`config.mk`:
```
export PLATFORM = sky130hd
export DESIGN_NAME = m6502_bus_arb
export DESIGN_NICKNAME = d
export VERILOG_FILES = /design/src/rtl/m6502_bus_arb.sv
export SDC_FILE = /design/constraint.sdc
export NUM_CORES = 1
export LEC_CHECK = 0
export CAP_MARGIN = 10
export CORE_ASPECT_RATIO = 0.6
export CORE_MARGIN = 2
export CORE_UTILIZATION = 41
export CTS_CLUSTER_DIAMETER = 80
export CTS_CLUSTER_SIZE = 16
export DETAILED_ROUTE_END_ITERATION = 8
export PLACE_DENSITY = 0.86
export SLEW_MARGIN = 10
export SYNTH_ARGS = -nofsm -noshare
export SYNTH_HDL_FRONTEND = slang
export SYNTH_SLANG_ARGS = --single-unit
```
`constraint.sdc`:
```
create_clock -name i_clk -period 2.8 [get_ports i_clk]
set_input_delay 0.42 -clock i_clk [delete_from_list [all_inputs] [get_ports i_clk]]
set_output_delay 0.42 -clock i_clk [all_outputs]
set_load 0.02 [all_outputs]
```
`src/rtl/m6502_bus_arb.sv`:
```
// Shares the 6502 external bus with one DMA master: stalls the core via rdy, grants on a parked read.
// Optional macro M6502_ARB_SYNC_ONLY_EN: only opcode-fetch reads (cpu_sync=1) may be split by a grant.
module m6502_bus_arb #(
    parameter int BURST_MAX = 16,
    parameter int CPU_MIN   = 4
) (
    input  logic        i_clk,
    input  logic        i_reset,
    input  logic [15:0] i_cpu_addr,
    input  logic [7:0]  i_cpu_datao,
    input  logic        i_cpu_dataenb,
    input  logic        i_cpu_we_n,
    input  logic        i_cpu_sync,
    output logic        o_cpu_rdy,
    input  logic        i_dma_req,
    input  logic [15:0] i_dma_addr,
    input  logic [7:0]  i_dma_datao,
    input  logic        i_dma_we_n,
    output logic        o_dma_ack,
    output logic        o_dma_owner,
    output logic [15:0] o_mem_addr,
    output logic [7:0]  o_mem_datao,
    output logic        o_mem_dataenb,
    output logic        o_mem_we_n
);

    typedef enum logic [1:0] {
        ST_IDLE    = 2'd0,
        ST_STALL   = 2'd1,
        ST_GRANT   = 2'd2,
        ST_RESTORE = 2'd3
    } state_t;

    localparam logic [7:0] BURST_LAST = 8'(BURST_MAX - 1);
    localparam logic [7:0] HOLDOFF_LD = 8'(CPU_MIN);

    state_t     r_state;
    logic       r_cpu_rdy;
    logic [7:0] r_burst_cnt;
    logic [7:0] r_holdoff;

    logic w_sync_ok;
    logic w_park;
    logic w_grant;
    logic w_ack;

`ifdef M6502_ARB_SYNC_ONLY_EN
    assign w_sync_ok = i_cpu_sync;
`else
    // Any parked read qualifies; sync is still folded in so the port is referenced.
    assign w_sync_ok = i_cpu_sync | 1'b1;
`endif

    // rdy cannot halt writes, so only a read seen while rdy is low means the core is parked.
    assign w_park  = i_cpu_we_n & ~r_cpu_rdy & w_sync_ok;
    assign w_grant = (r_state == ST_GRANT);
    assign w_ack   = w_grant & i_dma_req;

    always_ff @(posedge i_clk or posedge i_reset) begin
        if (i_reset) begin
            r_state     <= ST_IDLE;
            r_cpu_rdy   <= 1'b1;
            r_burst_cnt <= 8'd0;
            r_holdoff   <= 8'd0;
        end else begin
            case (r_state)
                ST_IDLE: begin
                    r_cpu_rdy <= 1'b1;
                    if (r_holdoff != 8'd0) begin
                        r_holdoff <= r_holdoff - 8'd1;
                    end else if (i_dma_req) begin
                        r_state   <= ST_STALL;
                        r_cpu_rdy <= 1'b0;
                    end
                end
                ST_STALL: begin
                    r_cpu_rdy <= 1'b0;
                    if (!i_dma_req) begin
                        r_state <= ST_RESTORE;
                    end else if (w_park) begin
                        r_state     <= ST_GRANT;
                        r_burst_cnt <= 8'd0;
                    end
                end
                ST_GRANT: begin
                    r_cpu_rdy <= 1'b0;
                    if (!i_dma_req) begin
                        r_state <= ST_RESTORE;
                    end else begin
                        r_burst_cnt <= r_burst_cnt + 8'd1;
                        if (r_burst_cnt == BURST_LAST) begin
                            r_state <= ST_RESTORE;
                        end
                    end
                end
                ST_RESTORE: begin
                    // Core address is back on the bus this cycle; release rdy once memory re-presents data.
                    r_state   <= ST_IDLE;
                    r_cpu_rdy <= 1'b1;
                    r_holdoff <= HOLDOFF_LD;
                end
                default: begin
                    r_state   <= ST_IDLE;
                    r_cpu_rdy <= 1'b1;
                end
            endcase
        end
    end

    assign o_cpu_rdy   = r_cpu_rdy;
    assign o_dma_owner = w_grant;
    assign o_dma_ack   = w_ack;

    always_comb begin
        o_mem_addr    = i_cpu_addr;
        o_mem_datao   = i_cpu_datao;
        o_mem_dataenb = i_cpu_dataenb;
        o_mem_we_n    = i_cpu_we_n;
        if (w_grant) begin
            o_mem_addr    = i_dma_addr;
            o_mem_datao   = i_dma_datao;
            o_mem_dataenb = ~i_dma_we_n;
            o_mem_we_n    = i_dma_we_n;
        end
    end

endmodule

```
---- After elaboration in Yosys (flattened, before gate mapping) ----
Cells that the tools add are included.
word-level totals
  bits in registers ....................... 19
  input port bits ......................... 55
  output and inout bits ................... 29
  logic and storage cells ................. 50
cells by class
  add/subtract/negate cells ............... 2
  equal/unequal tests ..................... 12
  muxes and demuxes ....................... 20
  bitwise gates (word level) .............. 4
  reduce and logical (&&, ||, !) cells .... 8
operators with widths
  operator             count
  $mux 8               5
  $pmux 8 s2           2
  $mux 16              1
  $mux 2               6
  $ne 2x2->1 const B   6
  $add 8x1->8 const B  1
  $eq 8x4->1 const B   1
  $pmux 2 s4           1
  $reduce_and 4->1     2
  $reduce_bool 8->1    1
  $sub 8x1->8 const B  1
  $eq 2x2->1 const B   2
  $mux 1               4
  $reduce_bool 2->1    2
  $ne 3x2->1 const B   1
  $ne 3x3->1 const B   1
  $pmux 1 s3           1
  $and 1x1->1          2
  $eq 2x1->1 const B   1
  $logic_not 2->1      1
  $not 1->1            2
  $reduce_and 2->1     1
  $reduce_or 2->1      1

---- Longest topological paths before layout ----
Gate-level depths: netlist (run 1).
  word-level depth ........................ 5
  mapped depth ............................ 8
  mapped depth without buffers ............ 6

---- Worst setup path before layout (run 1) ----
No wires, ideal clock.
  path type ............................... register -> output
  from .................................... register r_state[0]
  to ...................................... output o_mem_dataenb
  data arrival time ....................... 1.815 ns
  data required time ...................... 2.380 ns
  slack ................................... 0.565 ns
  stages on the path, launching flop included .. 6
  buffers on the path ..................... 2
  cell sequence ........................... dfrtp_1 -> inv_1 -> ha_1 -> clkbuf_1 -> clkbuf_1 -> mux2i_1
on the way
  cells in the longest elaborated chain, start to end .. 2
RTL lines
  element                 line  RTL
  from (decl)             37    state_t r_state;
  from (signal assigned)  61    r_state <= ST_IDLE;
  from (signal assigned)  72    r_state <= ST_STALL;
  from (signal assigned)  79    r_state <= ST_RESTORE;
  $eq 2x2->1              56    assign w_grant = (r_state == ST_GRANT);
  via o_dma_owner         20    output logic o_dma_owner,
  $mux 1                  119   if (w_grant) begin
  to (decl)               23    output logic o_mem_dataenb,
The timed path passes the listed nets, and every way through them passes these cells.

---- Worst setup path after layout (run 1) ----
  from .................................... register r_state[0]
  to ...................................... output o_mem_addr[12]
on the way
  cells in the longest elaborated chain, start to end .. 2
RTL lines
  element     line  RTL
  $eq 2x2->1  56
  $mux 16     119
  to (decl)   21    output logic [15:0] o_mem_addr,
Every way passes these cells.

==> results of run 1 <==
cell usage in the layout (no fill, tap or decap), types with 4 or more instances in the layout:
cell,synthesis,final
a21oi_1,4,4
mux2_2,25,25
nand3_1,4,4
mux2i_1,4,4
clkdlybuf4s50_1,0,82
o21ai_0,11,11
ha_1,7,7
inv_1,9,9
nand2_1,12,12
nor2_1,5,5
dfrtp_1,18,18
sequential cells by signal, summed over array words and instances, names as in the netlist:
name	flops
r_burst_cnt	8
r_holdoff	8
r_state	2
o_cpu_rdy	1
worst max-delay path, stage by stage (launching register included):
cell and delay, ns:
dfrtp_1 0.40, inv_1 0.16, ha_1 0.22, buf_6 0.25, mux2_2 0.37, clkdlybuf4s50_1 0.55
logic make-up after synthesis:
| kind of cell | after synthesis | share of synthesized area |
|---|---|---|
| compound gates | 30 | 0.146 |
| xor+xnor | 1 | 0.00608 |
| fa+ha+maj | 7 | 0.0608 |
| buf+inv | 14 | 0.0365 |
| flops | 19 | 0.331 |
| mux | 30 | 0.234 |
| simple gates | 46 | 0.186 |
layout make-up:
| cell class | instances | area (um^2) |
|---|---|---|
| fillers | 244 | 932 |
| repair buffers | 85 | 847 |
| inverters | 9 | 33.8 |
| clock inverters | 1 | 5.00 |
| flip-flops and latches | 19 | 477 |
| clock buffers | 3 | 41.3 |
| multi-input cells | 114 | 911 |
| well taps | 45 | 56.3 |
repair_timing:
action / CTS / global route
gates resized for setup: 0 / 1
endpoints found under the setup margin: 0 / 6
setup buffers: 0 / 0
metal layers:
metal,global-route usage,vias to the layer above,share of wire
met5,0,-,0
met4,0.0339,0,0.0062
met1,0.273,706,0.46
met3,0.0623,4,0.072
li1,-,709,-
met2,0.315,62,0.46
power by group through the flow:
stage	logic [W]	clock network, W	registers (W)
2_1_floorplan	0.000863	0	0.000439
3_3_place_gp	0.00131	0	0.000446
3_5_place_dp	0.00133	0	0.000450
4_1_cts	0.00134	0.000197	0.000446
5_1_grt	0.00144	0.000219	0.000462
6_report	0.00135	0.000195	0.000449
per-stage QoR:
step                      total power (W)  area, um^2
after global placement            0.00176        2320
after global routing              0.00213        2370
after CTS                         0.00199        2370
after floorplan                   0.00130        1440
after detailed placement          0.00178        2320
final                             0.00199        2370
worst paths after layout:
kind | to | slack [ns]
max in group asynchronous | r_holdoff[5]$_DFFE_PP0P_ | 1.77
worst min register to register | r_burst_cnt[4]$_DFFE_PP0P_ | 0.54
worst max register to register | r_holdoff[5]$_DFFE_PP0P_ | 0.61
min in group asynchronous | r_burst_cnt[0]$_DFFE_PP0P_ | 0.58
worst min-delay path | r_burst_cnt[4]$_DFFE_PP0P_ | 0.54
worst max-delay path | o_mem_addr[12] | 0.17
==> results by group, run 1 <==
Yosys
  • Yosys reg bits: 19
  • EDFF count, synth: 0
  • Most area-hungry cell type in the Yosys netlist: dfrtp_1
  • Synth top area cells: dfrtp_1 31%, mux2_2 20%, ha_1 6.1%
  • Synth Cell Area: 1440 um^2
  • Share of the synthesized area in the top cell type: 0.313
  • Post-synthesis cell type count: between 40 and 50
  • Top-count cell post-synth: mux2_2
  • Seq/Total Area, Yosys: 0.331
  • Async SR Flop Fraction: 1.00
  • Syn nets: 209
  • Syn Inst Count: roughly 150
  • Post-synth top cells: 25 x mux2_2, 18 x dfrtp_1, 12 x nand2_1, 11 x o21ai_0, 9 x inv_1
  • Synth Warn #: 0
  • Mean Syn Cell Area: just under 10 um^2
  • Synth Flop Type: dfrtp_1

Critical path
  • Worst R2R Path Depth: 6
  • Crit path required time: approximately 2.4 ns
  • Crit-path max FO: 27
  • Worst Path Arrival: about 2.2 ns
  • Worst setup SP type: flip-flop
  • Worst R2R Start: r_state[0]$_DFFE_PP0P_
  • CP Class: reg -> out
  • Critical Path End Type: output pin
  • Worst Setup SP: r_state[0]$_DFFE_PP0P_

Floorplanning
  • IO Pins: between 80 and 90
  • Die area: roughly 4000 um^2
  • Core region area: 3300 um^2
  • Die X: just over 80 um
  • Initial Utilization: 0.436
  • DIE HEIGHT: approximately 50 um
  • Cell Rows: 16

Detailed routing
  • 1st-iter DRT viols: between 60 and 70
  • DRC viols: 0
  • Via density: between 5 and 6
  • DR pass1 iterations: 4
  • Routed len/inst: roughly 15 um
  • Final wirelength: 4.04 mm
  • Vias: between 1,000 and 1,500
  • Remaining antenna violation count: 0

Power
  • Combinational Power Share: 0.677
  • Internal power: ~0.0012 W
  • Net switching share of the total power: 0.419
  • Net Switching: ~0.00083 W
  • Reg power frac: 0.226
  • VDD IR max: a little under 600 uV
  • Clk network pwr share: 0.098
  • Power per cell area: between 800 and 900 nW/um^2
  • LEAKAGE: 0.979 nW

Global route
  • Largest net degree at the start of global routing: 28
  • Via count of the first global-routing pass: 1,386
  • Grt ovf: 0
  • GRT Total Usage: 0.200
  • Wire length of the first global-routing pass: ~6.3 mm
  • Initial antenna violation count: 0

Finish
  • Nets@finish: a little under 300
  • Layout cells sized above 1: 0.195
  • N_diodes: 0
  • Non-Filler Instances: ~280
  • Fin util: 0.718
  • Area growth syn-to-layout: 64.6%

STA
  • RSZ-0062 raised after global routing: false
  • Crit share post-route: 0.940
  • Worst-Margin Slew: 0.719 ns
  • Max-slew violation count: 0
  • Fmax achieved: ~0.38 GHz
  • Layout Skew: just over 0.003 ns
  • Final setup violation count: 0
  • Setup ws final: 0.169 ns
  • Setup tns final: 0 ns
  • Smallest hold slack: about 0.54 ns
  • Hold Vio Cnt, Final: 0
  • Slew margin rel.: 0.520
  • Fin crit period: ~2.6 ns

Job
  • Max cap viols: 0

CTS
  • Clock sinks: 19
  • # hold bufs at CTS: 0
  • TritonCTS clock tree: yes
  • Clk root buf: clkbuf_8
  • CTS Buffer Depth: 2
  • CTS clk-pin slew, worst paths: 0.08 ns
  • Clock Latency Late Sink: around 0.26 ns
  • Cts bufs inserted: 3
  • CTS H-tree depth: 1

Status
  • Status: finished, final reports clean

Placed design
  • Placed insts: 272
  • Gpl congestion: about 0.76
  • Dpl ws: between 0.4 and 0.5 ns
  • PortBufs: roughly 80
  • HPWL Detailed: 3.24 mm

Hold path
  • Hold_sp: r_burst_cnt[4]$_DFFE_PP0P_
  • Hold Path Depth: 1
  • Worst hold path class: reg -> reg
Power figures use the tool's default switching activity.
==> inputs of run 2 (changes only) <==
--- a/config.mk
+++ b/config.mk
@@ -8,11 +8,11 @@
 export CAP_MARGIN = 10
 export CORE_ASPECT_RATIO = 0.6
 export CORE_MARGIN = 2
-export CORE_UTILIZATION = 41
+export CORE_UTILIZATION = 38
 export CTS_CLUSTER_DIAMETER = 80
 export CTS_CLUSTER_SIZE = 16
 export DETAILED_ROUTE_END_ITERATION = 8
-export PLACE_DENSITY = 0.86
+export PLACE_DENSITY = 0.81
 export SLEW_MARGIN = 10
 export SYNTH_ARGS = -nofsm -noshare
 export SYNTH_HDL_FRONTEND = slang
==> constraint.sdc (replaced) <==
create_clock -name i_clk -period 2.5 [get_ports i_clk]
set_input_delay 0.375 -clock i_clk [delete_from_list [all_inputs] [get_ports i_clk]]
set_output_delay 0.375 -clock i_clk [all_outputs]
set_load 0.02 [all_outputs]
==> results by group, run 2 (synthesis gave the netlist of run 1 again) <==
Critical path
  • Crit-path cells: inv_1 -> ha_1 -> buf_12 -> mux2_2 -> dlygate4sd2_1
  • Worst setup SP type: flip-flop
  • CP Class: reg -> out
  • Crit-path slowest cell: dfrtp_1
  • Worst Path Arrival: approximately 2 ns
  • Buffer and inverter count on the worst path: 3
  • Cell family with most CP delay: buffers and inverters
  • Crit-path max cell delay: approximately 0.40 ns
  • Worst Setup SP: r_state[0]$_DFFE_PP0P_
  • Crit-path max FO: 36
  • Crit path required time: ~2.1 ns
  • Critical Path End Type: output pin
  • Worst R2R Start: r_state[0]$_DFFE_PP0P_

CTS
  • CTS clk-pin slew, worst paths: roughly 0.08 ns
  • Clock sinks: 19
  • # hold bufs at CTS: 0
  • CTS Buffer Depth: 2
  • Clock Latency Late Sink: 0.26 ns
  • # Post-CTS Setup Buffers: 0
  • CTS H-tree depth: 1
  • Clk root buf: clkbuf_8
  • Cts bufs inserted: 3
  • TritonCTS clock tree: yes
  • # resized after CTS: 27

Global route
  • Largest net degree at the start of global routing: 37
  • Grt ovf: 0
  • Wire length of the first global-routing pass: ~6.6 mm
  • Initial antenna violation count: 0
  • Via count of the first global-routing pass: around 1,400
  • GRT Total Usage: 0.194

Job
  • Max cap viols: 0

STA
  • Slew margin rel.: 0.511
  • Setup tns final: 0 ns
  • RSZ-0062 raised after global routing: false
  • Smallest hold slack: 0.534 ns
  • Layout Skew: 0.00153 ns
  • Fin crit period: 2.35 ns
  • Hold Vio Cnt, Final: 0
  • Fmax achieved: between 0.4 and 0.5 GHz
  • Max-slew violation count: 0
  • Worst-Margin Slew: around 0.73 ns
  • Crit share post-route: 0.939
  • Final setup violation count: 0

Floorplanning
  • Die area: 4310 um^2
  • Cell Rows: 17
  • Initial Utilization: 0.394
  • Core region area: 3660 um^2
  • Die X: between 80 and 90 um
  • IO Pins: 84
  • DIE HEIGHT: 51.7 um

Power
  • LEAKAGE: approximately 1 nW
  • Power per cell area: about 920 nW/um^2
  • VDD IR max: 377 uV

Finish
  • Layout cells sized above 1: 0.195
  • N_diodes: 0
  • Nets@finish: ~290
  • Top flop regs: r_burst_cnt (8), r_holdoff (8), r_state (2)
  • Most common cell after layout, fill and taps aside: clkdlybuf4s50_1
  • Filler Cells Inserted: ~300
  • Area growth syn-to-layout: 63.1%
  • Commonest cells after routing, fill and taps aside: 55 x clkdlybuf4s50_1, 27 x dlygate4sd2_1, 25 x mux2_2

Placed design
  • Gpl congestion: between 0.7 and 0.8
  • HPWL Detailed: 3.38 mm
  • PortBufs: approximately 80

Detailed routing
  • 1st-iter DRT viols: between 60 and 70
  • DRC viols: 0
  • Vias: ~1,400
  • Final wirelength: about 4.1 mm
  • DR pass1 iterations: 4
  • Routed len/inst: approximately 15 um
  • Remaining antenna violation count: 0
  • Via density: roughly 5.2

Hold path
  • Worst hold path class: in -> async

Status
  • Status: finished, final reports clean
run 2: cell count changes in the layout (fill, tap and decap cells not counted):
cell	change
buf_6	-1
clkdlybuf4s50_1	-27
dlygate4sd2_1	+27
buf_12	+1
run 2: cell type report:
cell class | instances | area (um^2) | share of cell area
inverter | 9 | 33.8 | 0.0144
timing repair buffer | 85 | 822 | 0.350
sequential | 19 | 477 | 0.203
multi-input combinational | 114 | 911 | 0.388
clock buffer | 3 | 41.3 | 0.0176
tap | 47 | 58.8 | 0.0250
clock inverter | 1 | 5.00 | 0.00213
run 2: stage by stage:
stage | setup WS, ns | utilization | power [W] | cells | cell area (um^2)
after global placement | 0.225 | 0.639 | 0.00200 | 274 | 2340
after floorplan | 0.310 | - | 0.00146 | 147 | 1440
after global routing | 0.0550 | 0.642 | 0.00232 | 278 | 2350
after CTS | 0.140 | 0.642 | 0.00216 | 278 | 2350
final | 0.152 | 0.642 | 0.00216 | 278 | 2350
after detailed placement | 0.199 | 0.639 | 0.00203 | 274 | 2340
run 2: worst paths after layout:
path,cells past startpoint,end,slack (ns)
max,5,o_mem_addr[4],0.15
min reg2reg,1,r_burst_cnt[2]$_DFFE_PP0P_,0.54
min,2,r_burst_cnt[4]$_DFFE_PP0P_,0.53
min in group i_clk,1,r_burst_cnt[2]$_DFFE_PP0P_,0.54
max reg2reg,6,r_holdoff[5]$_DFFE_PP0P_,0.50
max in group asynchronous,2,r_holdoff[3]$_DFFE_PP0P_,1.51
run 2: routing by layer:
metal,track usage,wire length [um]
met2,0.335,1980
met1,0.245,1850
met3,0.0587,250
met5,0,0
met4,0.0457,55
run 2: report_power, final:
group	internal, W	leakage (nW)	switching (W)	total [W]
Sequential	0.000409	0.248	0.0000928	0.000502
Clock	0.000111	0.0255	0.000111	0.000222
Combinational	0.000698	0.747	0.000737	0.00143
Total	0.00122	1.02	0.000941	0.00216
==> inputs of run 3 (changes only) <==
--- a/config.mk
+++ b/config.mk
@@ -6,7 +6,7 @@
 export NUM_CORES = 1
 export LEC_CHECK = 0
 export CAP_MARGIN = 10
-export CORE_ASPECT_RATIO = 0.6
+export CORE_ASPECT_RATIO = 1.4
 export CORE_MARGIN = 2
 export CORE_UTILIZATION = 38
 export CTS_CLUSTER_DIAMETER = 80
==> results by group, run 3 (synthesis gave the netlist of run 1 again) <==
Power
  • Power per cell area: slightly above 900 nW/um^2
  • VDD IR max: around 590 uV
  • LEAKAGE: between 1 and 1.5 nW

STA
  • Max-slew violation count: 0
  • Fmax achieved: between 0.4 and 0.5 GHz
  • Worst-Margin Slew: 0.750 ns
  • RSZ-0062 raised after global routing: false
  • Slew margin rel.: 0.500
  • Layout Skew: between 0.006 and 0.007 ns
  • Crit share post-route: 0.935
  • Final setup violation count: 0
  • Hold Vio Cnt, Final: 0
  • Smallest hold slack: between 0.5 and 0.6 ns
  • Setup tns final: 0 ns
  • Fin crit period: between 2 and 2.5 ns

Global route
  • Largest net degree at the start of global routing: 37
  • Grt ovf: 0
  • Initial antenna violation count: 0
  • GRT Total Usage: 0.199
  • Wire length of the first global-routing pass: 6.80 mm
  • Via count of the first global-routing pass: 1,465

CTS
  • Clock sinks: 19
  • CTS clk-pin slew, worst paths: approximately 0.080 ns
  • CTS Buffer Depth: 2
  • TritonCTS clock tree: yes
  • # hold bufs at CTS: 0
  • Clock Latency Late Sink: about 0.27 ns
  • # Post-CTS Setup Buffers: 0
  • CTS H-tree depth: 1
  • Cts bufs inserted: 3
  • Clk root buf: clkbuf_8

Critical path
  • Crit path required time: roughly 2.1 ns
  • Critical Path End Type: output pin
  • Worst setup SP type: flip-flop
  • CP Class: reg -> out
  • Buffer and inverter count on the worst path: 3
  • Crit-path max FO: 36
  • Crit-path slowest cell: dfrtp_1
  • Crit-path cells: inv_1 -> ha_1 -> buf_12 -> mux2_2 -> dlygate4sd2_1
  • Cell family with most CP delay: buffers and inverters
  • Worst Path Arrival: 1.96 ns
  • Crit-path max cell delay: roughly 0.40 ns

Detailed routing
  • Wire length on met3: ~370 um
  • DR top layer: met4
  • Routed len/inst: ~15 um
  • Met2 routed WL: 2.03 mm
  • Wl on met1: approximately 1.7 mm
  • 1st-iter DRT viols: 21
  • Remaining antenna violation count: 0
  • Via density: roughly 5.3
  • Vias: 1,453
  • DR pass1 iterations: 4
  • DRC viols: 0
  • Final wirelength: 4.16 mm

Status
  • Status: finished, final reports clean

Floorplanning
  • DIE HEIGHT: between 70 and 80 um
  • Die X: ~56 um
  • Core region area: roughly 3600 um^2
  • Initial Utilization: 0.395
  • Die area: between 4000 and 5000 um^2
  • IO Pins: 84
  • Cell Rows: 26

Placed design
  • Gpl congestion: between 0.8 and 0.9
  • PortBufs: slightly above 80
  • HPWL Detailed: 3.42 mm

Hold path
  • Worst hold path class: in -> async

Finish
  • Multi-input logic area: a little over 900 um^2
  • Commonest cells after routing, fill and taps aside: 55 x clkdlybuf4s50_1, 25 x mux2_2, 25 x dlygate4sd2_1
  • Area growth syn-to-layout: 62.6%
  • Filler Cells Inserted: around 320
  • Top flop regs: r_burst_cnt (8), r_holdoff (8), r_state (2)
  • Nets@finish: between 200 and 300
  • Most common cell after layout, fill and taps aside: clkdlybuf4s50_1
  • N_diodes: 0
  • Reg area: between 400 and 500 um^2
  • Layout cells sized above 1: 0.191

Job
  • Max cap viols: 0
==> run 3: report_power, final <==
part           switching, W  internal [W]  total (W)
sequential        0.0000914      0.000409   0.000501
combinational      0.000731      0.000695    0.00143
clock              0.000113      0.000111   0.000224
==> run 3: what timing repair did <==
| item | 4_1_cts | 5_1_grt |
|---|---|---|
| endpoints found under the setup margin | 25 | 2 |
| endpoints found under the hold margin | 0 | 0 |
| resized for setup | 25 | 2 |
==> run 3: layer usage <==
| layer | GRT usage | vias up |
|---|---|---|
| li1 | - | 702 |
| met2 | 0.329 | 82 |
| met4 | 0.0524 | 0 |
| met5 | 0 | - |
| met3 | 0.0506 | 4 |
| met1 | 0.256 | 665 |
==> run 3: through the flow <==
stage	total power (W)	area, um^2	instances	util	setup slack [ns]
floorplan	0.00146	1440	147	-	0.310
global placement	0.00199	2320	268	0.637	0.216
detailed placement	0.00202	2320	268	0.637	0.223
CTS	0.00216	2340	272	0.641	0.0114
global route	0.00230	2340	272	0.643	0.0606
finish	0.00215	2340	272	0.643	0.162
==> run 3: final timing paths <==
check | from | endpoint | slack [ns] | cells past startpoint
max reg2reg | r_state[0]$_DFFE_PP0P_ | r_holdoff[5]$_DFFE_PP0P_ | 0.35 | 6
max in group asynchronous | i_reset | r_holdoff[6]$_DFFE_PP0P_ | 1.49 | 2
min | i_reset | r_burst_cnt[7]$_DFFE_PP0P_ | 0.53 | 2
min reg2reg | r_burst_cnt[5]$_DFFE_PP0P_ | r_burst_cnt[5]$_DFFE_PP0P_ | 0.53 | 1
max | r_state[0]$_DFFE_PP0P_ | o_mem_addr[8] | 0.16 | 5
min in group i_clk | r_burst_cnt[5]$_DFFE_PP0P_ | r_burst_cnt[5]$_DFFE_PP0P_ | 0.53 | 1
==> run 3: final cells by class <==
cell class | count | area share
inverters | 9 | 0.0144
well taps | 42 | 0.0224
clock inverters | 1 | 0.00214
flip-flops and latches | 19 | 0.204
multi-input cells | 114 | 0.389
repair buffers | 84 | 0.351
clock buffers | 3 | 0.0176
